<file path="src/rtl/seq_bcd_converter.sv">
// -----------------------------------------------------------------------------
// seq_bcd_converter
// Sequential binary-to-BCD converter (double dabble, one add-3/shift per clock).
// A conversion is accepted from IDLE on start. It then runs WIDTH shift
// iterations and publishes the result, so done pulses WIDTH+1 edges after the
// accepting edge. bcd and is_negative only change at publish.
//
// Parameters:
//   WIDTH       binary input width (>= 2)
//   DIGITS      number of BCD output digits (output width 4*DIGITS)
//
// Ports:
//   clk          rising-edge clock
//   rst_n        asynchronous active-low reset
//   start        conversion request, sampled only while idle
//   bin          binary operand, captured on the accepting edge
//   signed_mode  1 = bin is two's complement, captured with bin
//   busy         conversion in progress
//   done         one-cycle pulse, new result valid
//   bcd          packed BCD magnitude, digit 0 in bits [3:0]
//   is_negative  sign of the last published result
//   ovf          (only with SEQ_BCD_OVF_DETECT_EN) magnitude did not fit
//                in DIGITS digits
//
// Optional feature macro: SEQ_BCD_OVF_DETECT_EN
//
// state     | meaning
// ----------+-------------------------------------------------------------
// S_IDLE    | waiting for start, outputs hold last published result
// S_SHIFT   | one add-3 / shift iteration per clock, WIDTH iterations
// S_PUBLISH | copy accumulator and sign to the outputs, pulse done
// -----------------------------------------------------------------------------
module seq_bcd_converter #(
    parameter int WIDTH  = 16,
    parameter int DIGITS = 5
) (
    input  logic                clk,
    input  logic                rst_n,
    input  logic                start,
    input  logic [WIDTH-1:0]    bin,
    input  logic                signed_mode,
    output logic                busy,
    output logic                done,
    output logic [4*DIGITS-1:0] bcd,
    output logic                is_negative
`ifdef SEQ_BCD_OVF_DETECT_EN
    ,
    output logic                ovf
`endif
);

    localparam int               CW       = $clog2(WIDTH + 1);
    localparam logic [CW-1:0]    LAST_CNT = CW'(WIDTH - 1);
    localparam logic [CW-1:0]    CNT_ONE  = CW'(1);
    localparam logic [WIDTH-1:0] BIN_ONE  = WIDTH'(1);

    typedef enum logic [1:0] {
        S_IDLE    = 2'd0,
        S_SHIFT   = 2'd1,
        S_PUBLISH = 2'd2
    } state_t;

    state_t              r_state;
    logic [WIDTH-1:0]    r_mag;
    logic [4*DIGITS-1:0] r_acc;
    logic [CW-1:0]       r_cnt;
    logic                r_sign;
    logic                r_busy;
    logic                r_done;
    logic [4*DIGITS-1:0] r_bcd;
    logic                r_neg;
`ifdef SEQ_BCD_OVF_DETECT_EN
    logic                r_ovf_sticky;
    logic                r_ovf;
    logic                w_shift_out;
`endif

    logic [WIDTH-1:0]    w_mag_in;
    logic [3:0]          w_top;
    logic [4*DIGITS-2:0] w_adj;
    logic [4*DIGITS-1:0] w_acc_next;

    // The most negative input negates to 2^(WIDTH-1), which still fits
    // in WIDTH unsigned bits.
    assign w_mag_in = (signed_mode && bin[WIDTH-1]) ? (~bin + BIN_ONE) : bin;

    assign w_top = r_acc[4*DIGITS-1 -: 4];

    // Only the low three bits of the adjusted top digit survive the shift.
    // Its MSB is the bit that falls off the end. Since a valid digit is at
    // most 9, that MSB is 1 exactly when the digit is >= 5.
    always_comb begin
        w_adj = '0;
        for (int i = 0; i < DIGITS - 1; i++) begin
            if (r_acc[4*i +: 4] >= 4'd5) begin
                w_adj[4*i +: 4] = r_acc[4*i +: 4] + 4'd3;
            end else begin
                w_adj[4*i +: 4] = r_acc[4*i +: 4];
            end
        end
        if (w_top >= 4'd5) begin
            w_adj[4*DIGITS-2 -: 3] = w_top[2:0] + 3'd3;
        end else begin
            w_adj[4*DIGITS-2 -: 3] = w_top[2:0];
        end
    end

    assign w_acc_next = {w_adj, r_mag[WIDTH-1]};

`ifdef SEQ_BCD_OVF_DETECT_EN
    assign w_shift_out = (w_top >= 4'd5);
`endif

    always_ff @(posedge clk or negedge rst_n) begin
        if (!rst_n) begin
            r_state      <= S_IDLE;
            r_mag        <= '0;
            r_acc        <= '0;
            r_cnt        <= '0;
            r_sign       <= 1'b0;
            r_busy       <= 1'b0;
            r_done       <= 1'b0;
            r_bcd        <= '0;
            r_neg        <= 1'b0;
`ifdef SEQ_BCD_OVF_DETECT_EN
            r_ovf_sticky <= 1'b0;
            r_ovf        <= 1'b0;
`endif
        end else begin
            r_done <= 1'b0;
            case (r_state)
                S_IDLE: begin
                    if (start) begin
                        r_mag   <= w_mag_in;
                        r_sign  <= signed_mode & bin[WIDTH-1];
                        r_acc   <= '0;
                        r_cnt   <= '0;
                        r_busy  <= 1'b1;
                        r_state <= S_SHIFT;
`ifdef SEQ_BCD_OVF_DETECT_EN
                        r_ovf_sticky <= 1'b0;
                        r_ovf        <= 1'b0;
`endif
                    end
                end
                S_SHIFT: begin
                    r_acc <= w_acc_next;
                    r_mag <= {r_mag[WIDTH-2:0], 1'b0};
                    r_cnt <= r_cnt + CNT_ONE;
`ifdef SEQ_BCD_OVF_DETECT_EN
                    if (w_shift_out) begin
                        r_ovf_sticky <= 1'b1;
                    end
`endif
                    if (r_cnt == LAST_CNT) begin
                        r_state <= S_PUBLISH;
                    end
                end
                S_PUBLISH: begin
                    r_bcd   <= r_acc;
                    r_neg   <= r_sign;
                    r_done  <= 1'b1;
                    r_busy  <= 1'b0;
                    r_state <= S_IDLE;
`ifdef SEQ_BCD_OVF_DETECT_EN
                    r_ovf   <= r_ovf_sticky;
`endif
                end
                default: begin
                    r_state <= S_IDLE;
                end
            endcase
        end
    end

    assign busy        = r_busy;
    assign done        = r_done;
    assign bcd         = r_bcd;
    assign is_negative = r_neg;
`ifdef SEQ_BCD_OVF_DETECT_EN
    assign ovf         = r_ovf;
`endif

endmodule

</file>
<file path="config.mk">
export PLATFORM = sky130hd
export DESIGN_NAME = seq_bcd_converter
export DESIGN_NICKNAME = d
export VERILOG_FILES = /design/src/rtl/seq_bcd_converter.sv
export SDC_FILE = /design/constraint.sdc
export NUM_CORES = 1
export LEC_CHECK = 0
export ABC_AREA = 1
export CAP_MARGIN = 30
export CELL_PAD_IN_SITES_DETAIL_PLACEMENT = 0
export CELL_PAD_IN_SITES_GLOBAL_PLACEMENT = 1
export CORE_AREA = 2 2 90 92
export DETAILED_ROUTE_END_ITERATION = 16
export DIE_AREA = 0 0 92 94
export GPL_TIMING_DRIVEN = 0
export PLACE_DENSITY = 0.83
export SLEW_MARGIN = 20
export SYNTH_ARGS = -nofsm -noshare
export SYNTH_HDL_FRONTEND = slang
export SYNTH_SLANG_ARGS = --single-unit
export TNS_END_PERCENT = 1
</file>
<file path="constraint.sdc">
create_clock -name clk -period 2.1 [get_ports clk]
set_input_delay 0.315 -clock clk [delete_from_list [all_inputs] [get_ports clk]]
set_output_delay 0.315 -clock clk [all_outputs]
set_load 0.01 [all_outputs]
</file>
# After elaboration in Yosys (flattened, before gate mapping)
# Index checks and enable logic that the tools add are counted.
[classes]
n_addsub = 7
order_cmp = 5
eq_ne = 5
mux = 18
bitwise = 2
reduce_logical = 8
[op_table]
columns = ["cell", "n"]
rows = [
  ["one-hot mux 20 bit (2 select lines)", 1],
  ["2-to-1 mux 16 bit", 2],
  ["one-hot mux 16 bit (2 select lines)", 1],
  ["greater-or-equal comparator 4 x 3 -> 1 bit (second input constant)", 5],
  ["2-to-1 mux 20 bit", 1],
  ["adder 16 x 1 -> 16 bit (second input constant)", 1],
  ["adder 4 x 2 -> 4 bit (second input constant)", 4],
  ["2-to-1 mux 4 bit", 4],
  ["NOT 16 bit", 1],
  ["one-hot mux 5 bit (2 select lines)", 1],
  ["AND reduction 2 bit", 4],
  ["adder 5 x 1 -> 5 bit (second input constant)", 1],
  ["== test 5 x 4 -> 1 bit (second input constant)", 1],
  ["2-to-1 mux 5 bit", 1],
  ["2-to-1 mux 2 bit", 2],
  ["inequality test 2 bit (second input constant)", 2],
  ["one-hot mux 2 bit (2 select lines)", 1],
  ["nonzero test 2 bit", 2],
  ["adder 3 x 2 -> 3 bit (second input constant)", 1],
  ["2-to-1 mux 3 bit", 1],
  ["== test 2 x 1 -> 1 bit (second input constant)", 1],
  ["== test 2 bit (second input constant)", 1],
  ["logical NOT 2 bit", 1],
  ["2-to-1 mux 1 bit", 2],
  ["3 further kinds", 3],
]
[totals]
register_bits = 67
input_bits = 20
output_inout_bits = 23

# Longest topological paths before layout
# Gate-level depths: netlist of the first run.
[depth]
ltp_word = 5
mapped_depth = 10
depth_no_buf = 10

# Worst setup path after synthesis of the first run
# No wires, ideal clock.
[synth_timing]
path_kind = "register -> register"
start = "register r_acc[0]"
end = "register r_acc[1]"
setup_ns = 0.123
arrival_time_ns = 1.294
required_ns = 1.977
setup_slack_ns = 0.683
stages_incl_launch_ff = 8
synth_period_minus_slack_ns = 1.417
path_cell_list = "dfrtp_1 -> inv_1 -> ha_1 -> or2_2 -> nand2_1 -> a21oi_2 -> o21ai_1 -> o21ai_1"
[synth_via]
elab_chain_len = 3
elab_cells_between_ends = 4
[synth_rtl]
columns = ["element", "line", "rtl"]
rows = [
  ["start: declaration", "65", "logic [4*DIGITS-1:0] r_acc;"],
  ["start signal: assignment", "147", "r_acc <= w_acc_next;"],
  ["adder 4 x 2 -> 4 bit / greater-or-equal comparator 4 x 3 -> 1 bit (equally long branches)", "96, 95", ""],
  ["2-to-1 mux 4 bit *", "95", "if (r_acc[4*i +: 4] >= 4'd5) begin"],
  ["one-hot mux 20 bit (2 select lines) *", "131", "case (r_state)"],
]
# Every way passes the cells marked *; elsewhere a longest branch is shown, timed or not.
# A chain may end at the register's enable or synchronous reset.

# Worst setup path in the final report of the first run
[layout_timing]
start = "register r_acc[0]"
end = "register r_acc[2]"
# Same word-level chain as after synthesis.

==> results_dict.tcl, run 1 <==
set metrics [dict create \
    status "complete, no violations" \
    core_area_um2 7610 \
    cts_made_buffers 9 \
    required_ns 2.32 \
    relSlewSlack 0.753 \
    synth_warnings 0 \
    rr_worst_depth 7 \
    mostFrequentLayoutCells "nand2_1, dfrtp_1, clkdlybuf4s50_1, inv_1, o21ai_0" \
    grt_max_degree 49 \
    setup_viol 0 \
    start_util 0.448 \
    cp-end-kind "flop" \
    hold_viol_final 0 \
    wl_um 6880 \
    n_antenna_cell 0 \
    antenna_found_initial 0 \
    drive_gt1_frac 0.112 \
    cts_sinks 67 \
    drt-initial-drc-count 75 \
    cts_tree "done" \
    start_kind "flop" \
    design_area_um2 4160 \
    dr.pass1.iters 4 \
    dpl-instance-area_um2 3980 \
    timing.fmax_mhz 629 \
    power_leakage_nw 1.94 \
    syn_nets 419 \
    fin_skew_ns 0.00755 \
    p_per_area_nw_per_um2 1330 \
    insertion_delay_ns 0.33 \
    die_x_um 92 \
    htreeDepth 3 \
    syn_area_um2 3400 \
    dpl.hpwl_um 5090 \
    ios 43 \
    synth_top_area_frac 0.492 \
    synth_top_cell_by_area "dfrtp_1" \
    place_congestion 0.807 \
    grt_pass1_wl_um 12200 \
    die_y_um 94 \
    crit_fanout 5 \
    vias 2722 \
    tightest_slew_ns 0.370 \
    power_mw 5.52 \
    drc 0 \
    io_buffer_count 42 \
    grt_use_total 0.178 \
    slew_viol_final 0 \
    critPathKind "reg -> reg" \
    drv_cap 0 \
    cts.clk_slew.worst_paths_ns 0.07 \
    ys_seq_area_frac 0.492 \
    grt_overflow_total 0 \
    finalCriticalPeriod_ns 1.59 \
    peakVddDrop_uv 469 \
    min_period_over_period 0.756 \
    cts_setup_buffers 0 \
    cts_root_buf "clkbuf_8" \
    routedWlPerCell_um 12.6 \
    ys_seq_elements 67 \
    rsz0062_at_grt "false" \
    final_common_cell "nand2_1" \
    synthCells 386 \
    nets 474 \
    ant_nets 0 \
    die_area_um2 8650 \
    hold_path.class "in -> async" \
    arrival_ns 1.81 \
    reg2reg_setup_slack_ns 0.51 \
    drt-vias-per-instance 4.98 \
    row_count 32 \
    r2r_start "r_acc[0]" \
    syn_area_per_cell_um2 8.82 \
    grt_pass1_vias 2653 \
    ctsLongestPathBuffers 2 \
    yosysUniqueCellTypes 30 \
    synthToLayoutAreaGrowth_pct 22.3 \
    synth_area_leaders "dfrtp_1, nand2_1, o21ai_0, o21ai_1, ha_1" \
    regToRegEndpoint "r_acc[2]" \
]
-- worst max-delay path, cell delays in order, from the launching register on --
cell and delay [ns]:
dfrtp_1 0.43, inv_1 0.10, ha_1 0.22, or2_2 0.30, nand2_1 0.19, a21oi_2 0.08, o21ai_1 0.08, o21ai_1 0.08
-- state kept, by name, indices dropped and copies added, names as in the netlist --
signal	count
r_acc	20
is_negative	1
r_state	2
r_sign	1
busy	1
r_cnt	5
bcd	20
r_mag	16
done	1
-- routing by layer --
metal / vias up / part of all wire / track usage
met3: 9 / 0.028 / 0.0273
met5: - / 0 / 0
met1: 1261 / 0.49 / 0.231
met4: 0 / 0.019 / 0.0871
li1: 1400 / - / -
met2: 52 / 0.46 / 0.293
-- how the worst max path moves through the flow --
stage,startpoint,slack (ns),endpoint,depth (start not counted)
final,r_acc[0],0.51,r_acc[2],7
after global routing,r_acc[12],0.35,r_acc[13],7
after CTS,r_acc[0],0.51,r_acc[2],7
after detailed placement,signed_mode,0.20,r_mag[14],10
after global placement,rst_n,-1.51,r_mag[11],1
after floorplan,r_acc[0],0.68,r_acc[1],7
-- synthesized netlist by cell type, drive strengths merged --
master	n
buf	13
nand4	1
nand3	18
a21oi	17
o22ai	6
xor2	9
a22oi	15
ha	13
clkbuf	1
nor2	19
a22o	1
nor3	2
nand2	74
or2	5
o21ai	78
xnor2	1
nand3b	1
inv	45
dfrtp	67
-- stage by stage --
step	hold slack [ns]	worst slack [ns]	setup TNS, ns	utilization	cells
2_1_floorplan	0.0194	0.683	0	-	386
3_3_place_gp	0.466	-1.51	-100.70	0.520	530
3_5_place_dp	0.219	0.199	0	0.523	531
4_1_cts	0.392	0.508	0	0.547	547
5_1_grt	0.417	0.347	0	0.547	547
6_report	0.400	0.511	0	0.547	547
-- power breakdown --
group | switching (mW) | internal (mW) | total, mW
clock | 0.460 | 0.540 | 1.00
sequential | 0.335 | 1.79 | 2.13
combinational | 1.33 | 1.06 | 2.39
-- cell type report --
type / instances / area, µm²
plain buffers: 14 / 103
multi-input cells: 260 / 1450
clock buffers: 12 / 135
fillers: 720 / 3440
well taps: 102 / 128
clock inverters: 3 / 40.0
flip-flops and latches: 67 / 1680
inverters: 45 / 171
repair buffers: 44 / 455
-- timing repair --
| item | CTS | global route |
|---|---|---|
| hold buffers | 1 | 0 |
| hold endpoints to repair | 19 | 0 |
| resized for setup | 0 | 0 |
-- cells by family after synthesis --
family	count (synthesis)	synth area share
AND/OR/NAND/NOR	120	0.159
AO/OA/AOI/OAI	117	0.195
flip-flops	67	0.492
buffers and inverters	59	0.0805
adder cells (fa/ha/maj)	13	0.0478
XOR/XNOR	10	0.0257
Note: power is estimated with default switching activity, not from simulation.
==> run 2, diff against run 1 <==
CORE_AREA = 2 2 94 96   (was 2 2 90 92)
DIE_AREA = 0 0 96 98   (was 0 0 92 94)
PLACE_DENSITY = 0.76   (was 0.83)
clock period = 1.5 ns   (was 2.1 ns; I/O delays follow)
==> run 2 against run 1 <==
Net effect: utilization shrank 4.0 points; worst hold slack lost 0.058 ns; total power grew 45%; clock skew shrank 0.0026 ns; sequential power grew 39%; register-to-register slack lost 0.41 ns; global-route usage shrank 1.4 points; non-clock buffer count grew 8; flip-flop and latch count is the same.
==> results_dict.tcl, run 2 (synthesis results as in run 1) <==
set metrics [dict create \
    critPathTopFamily "buffers and inverters" \
    crit_fanout 2 \
    grt_pass1_wl_um 12100 \
    wl_um 7120 \
    crit_path_top_delay_cell "clkdlybuf4s50_1" \
    cp-end-kind "output port" \
    grt_use_total 0.164 \
    min_period_over_period 0.966 \
    required_ns 1.27 \
    dpl.hpwl_um 5140 \
    die_area_um2 9410 \
    postLayoutSetupSlackWorst_ns 0.0504 \
    power_mw 7.99 \
    timing.fmax_mhz 690 \
    post-place-ws_ns -0.301 \
    critPathKind "reg -> out" \
    cts.clk_slew.worst_paths_ns 0.07 \
    mostFrequentLayoutCells "nand2_1, dfrtp_1, o21ai_0, o21ai_1" \
    peakVddDrop_uv 706 \
    setup_tns_ns 0 \
    place_congestion 0.776 \
    row_count 34 \
    nets 482 \
    drc 0 \
    p_sw_mw 3.08 \
    slew_viol_final 0 \
    cts_sinks 67 \
    ios 43 \
    io_buffer_count 42 \
    cts_tree "done" \
    core_area_um2 8470 \
    reg2reg_setup_slack_ns 0.10 \
    drt-vias-per-instance 4.94 \
    setup_viol 0 \
    die_x_um 96 \
    grt_pass1_vias 2574 \
    p_comb_frac 0.458 \
    p_sw_frac 0.386 \
    arrival_ns 1.22 \
    drt-initial-drc-count 99 \
    ctsLongestPathBuffers 2 \
    relSlewSlack 0.751 \
    p_clk_frac 0.170 \
    cts_made_buffers 9 \
    dr.pass1.iters 4 \
    n_antenna_cell 0 \
    rr_worst_depth 7 \
    insertion_delay_ns 0.34 \
    pwr-share-seq 0.372 \
    die_y_um 98 \
    vias 2769 \
    hold_viol_final 0 \
    ant_nets 0 \
    fin_skew_ns 0.00491 \
    path_buf_inv 1 \
    synthToLayoutAreaGrowth_pct 26.2 \
    status "complete, no violations" \
    path_cells "clkdlybuf4s50_1" \
    drive_gt1_frac 0.163 \
    slowest_delay_ns 0.54 \
    htreeDepth 3 \
    antenna_found_initial 0 \
    power_leakage_nw 2.04 \
    p_int_mw 4.91 \
    start_util 0.402 \
    finalCriticalPeriod_ns 1.45 \
    cts_root_buf "clkbuf_8" \
    crit_cells 1 \
    start_kind "flop" \
    dpl-instance-area_um2 3980 \
    grt_max_degree 41 \
    p_per_area_nw_per_um2 1860 \
    routedWlPerCell_um 12.7 \
    design_area_um2 4300 \
    tightest_slew_ns 0.374 \
    grt_overflow_total 0 \
    drv_cap 0 \
    hold_path.class "in -> async" \
]
run 2: changes by cell type in the layout (fill, tap and decap cells not counted), sizes merged:
cell           before  now
buf                15   22
clkdlybuf4s50      41   36
dlymetal6s2s        0    5
clkbuf             13   15
bufinv              1    0
run 2: cell type report:
class,instances,area (µm²)
Clock inverter,2,10.0
Clock buffer,13,169
Buffer,14,105
Sequential cell,67,1680
Timing Repair Buffer,52,520
Tap cell,108,135
Fill cell,822,4170
Inverter,45,171
Multi-Input combinational cell,260,1510
run 2: worst paths after layout:
check                         start    endpoint
hold / removal                rst_n    r_acc[9]
setup / recovery             bcd[0]      bcd[0]
min in group clk            bcd[14]     bcd[14]
max in group asynchronous     rst_n  r_state[1]
hold reg to reg             bcd[14]     bcd[14]
setup reg to reg           r_acc[5]    r_acc[5]
run 2: through the flow:
step / instances / utilization / hold slack [ns]
2_1_floorplan: 386 / - / -0.0706
3_3_place_gp: 536 / 0.468 / 0.467
3_5_place_dp: 537 / 0.470 / 0.167
4_1_cts: 554 / 0.494 / 0.342
5_1_grt: 561 / 0.508 / 0.376
6_report: 561 / 0.508 / 0.342
run 2: repair_timing:
item | 4_1_cts | 5_1_grt
buffers inserted | 1 | 7
hold buffers | 1 | 0
resized for setup | 3 | 24
hold endpoints to repair | 27 | 0
pin swaps | 0 | 4
endpoints found under the setup margin | 9 | 34
run 2: power by group through the flow:
| stage | sequential (mW) | combinational, mW | clock (mW) |
|---|---|---|---|
| 3_3_place_gp | 2.99 | 3.30 | 0 |
| 5_1_grt | 3.06 | 4.17 | 1.49 |
| 2_1_floorplan | 2.97 | 2.41 | 0 |
| 6_report | 2.97 | 3.66 | 1.36 |
| 4_1_cts | 2.97 | 3.44 | 1.40 |
| 3_5_place_dp | 3.01 | 3.36 | 0 |
run 2: layer usage:
layer	track usage	vias up	part of all wire
met4	0.0736	0	0.018
met2	0.254	46	0.48
li1	-	1420	-
met3	0.0262	11	0.029
met1	0.224	1292	0.48
met5	0	-	0
==> run 3, diff against run 2 <==
CORE_AREA = 2 2 90 92   (was 2 2 94 96)
DIE_AREA = 0 0 92 94   (was 0 0 96 98)
PLACE_DENSITY = 0.83   (was 0.76)
clock period = 1.79 ns   (was 1.5 ns; I/O delays follow)
==> results of run 3 <==
Same layout as run 1 (identical final DEF). Status: complete, no violations.
Main changes from that run: setup slack after placement 0.199 ns -> -0.0642 ns; setup slack after layout 0.511 ns -> 0.201 ns; hold slack 0.400 ns -> 0.354 ns; register-to-register setup slack 0.51 ns -> 0.20 ns; total power 5.52 mW -> 6.48 mW; worst IR drop on VDD 469 µV -> 550 µV
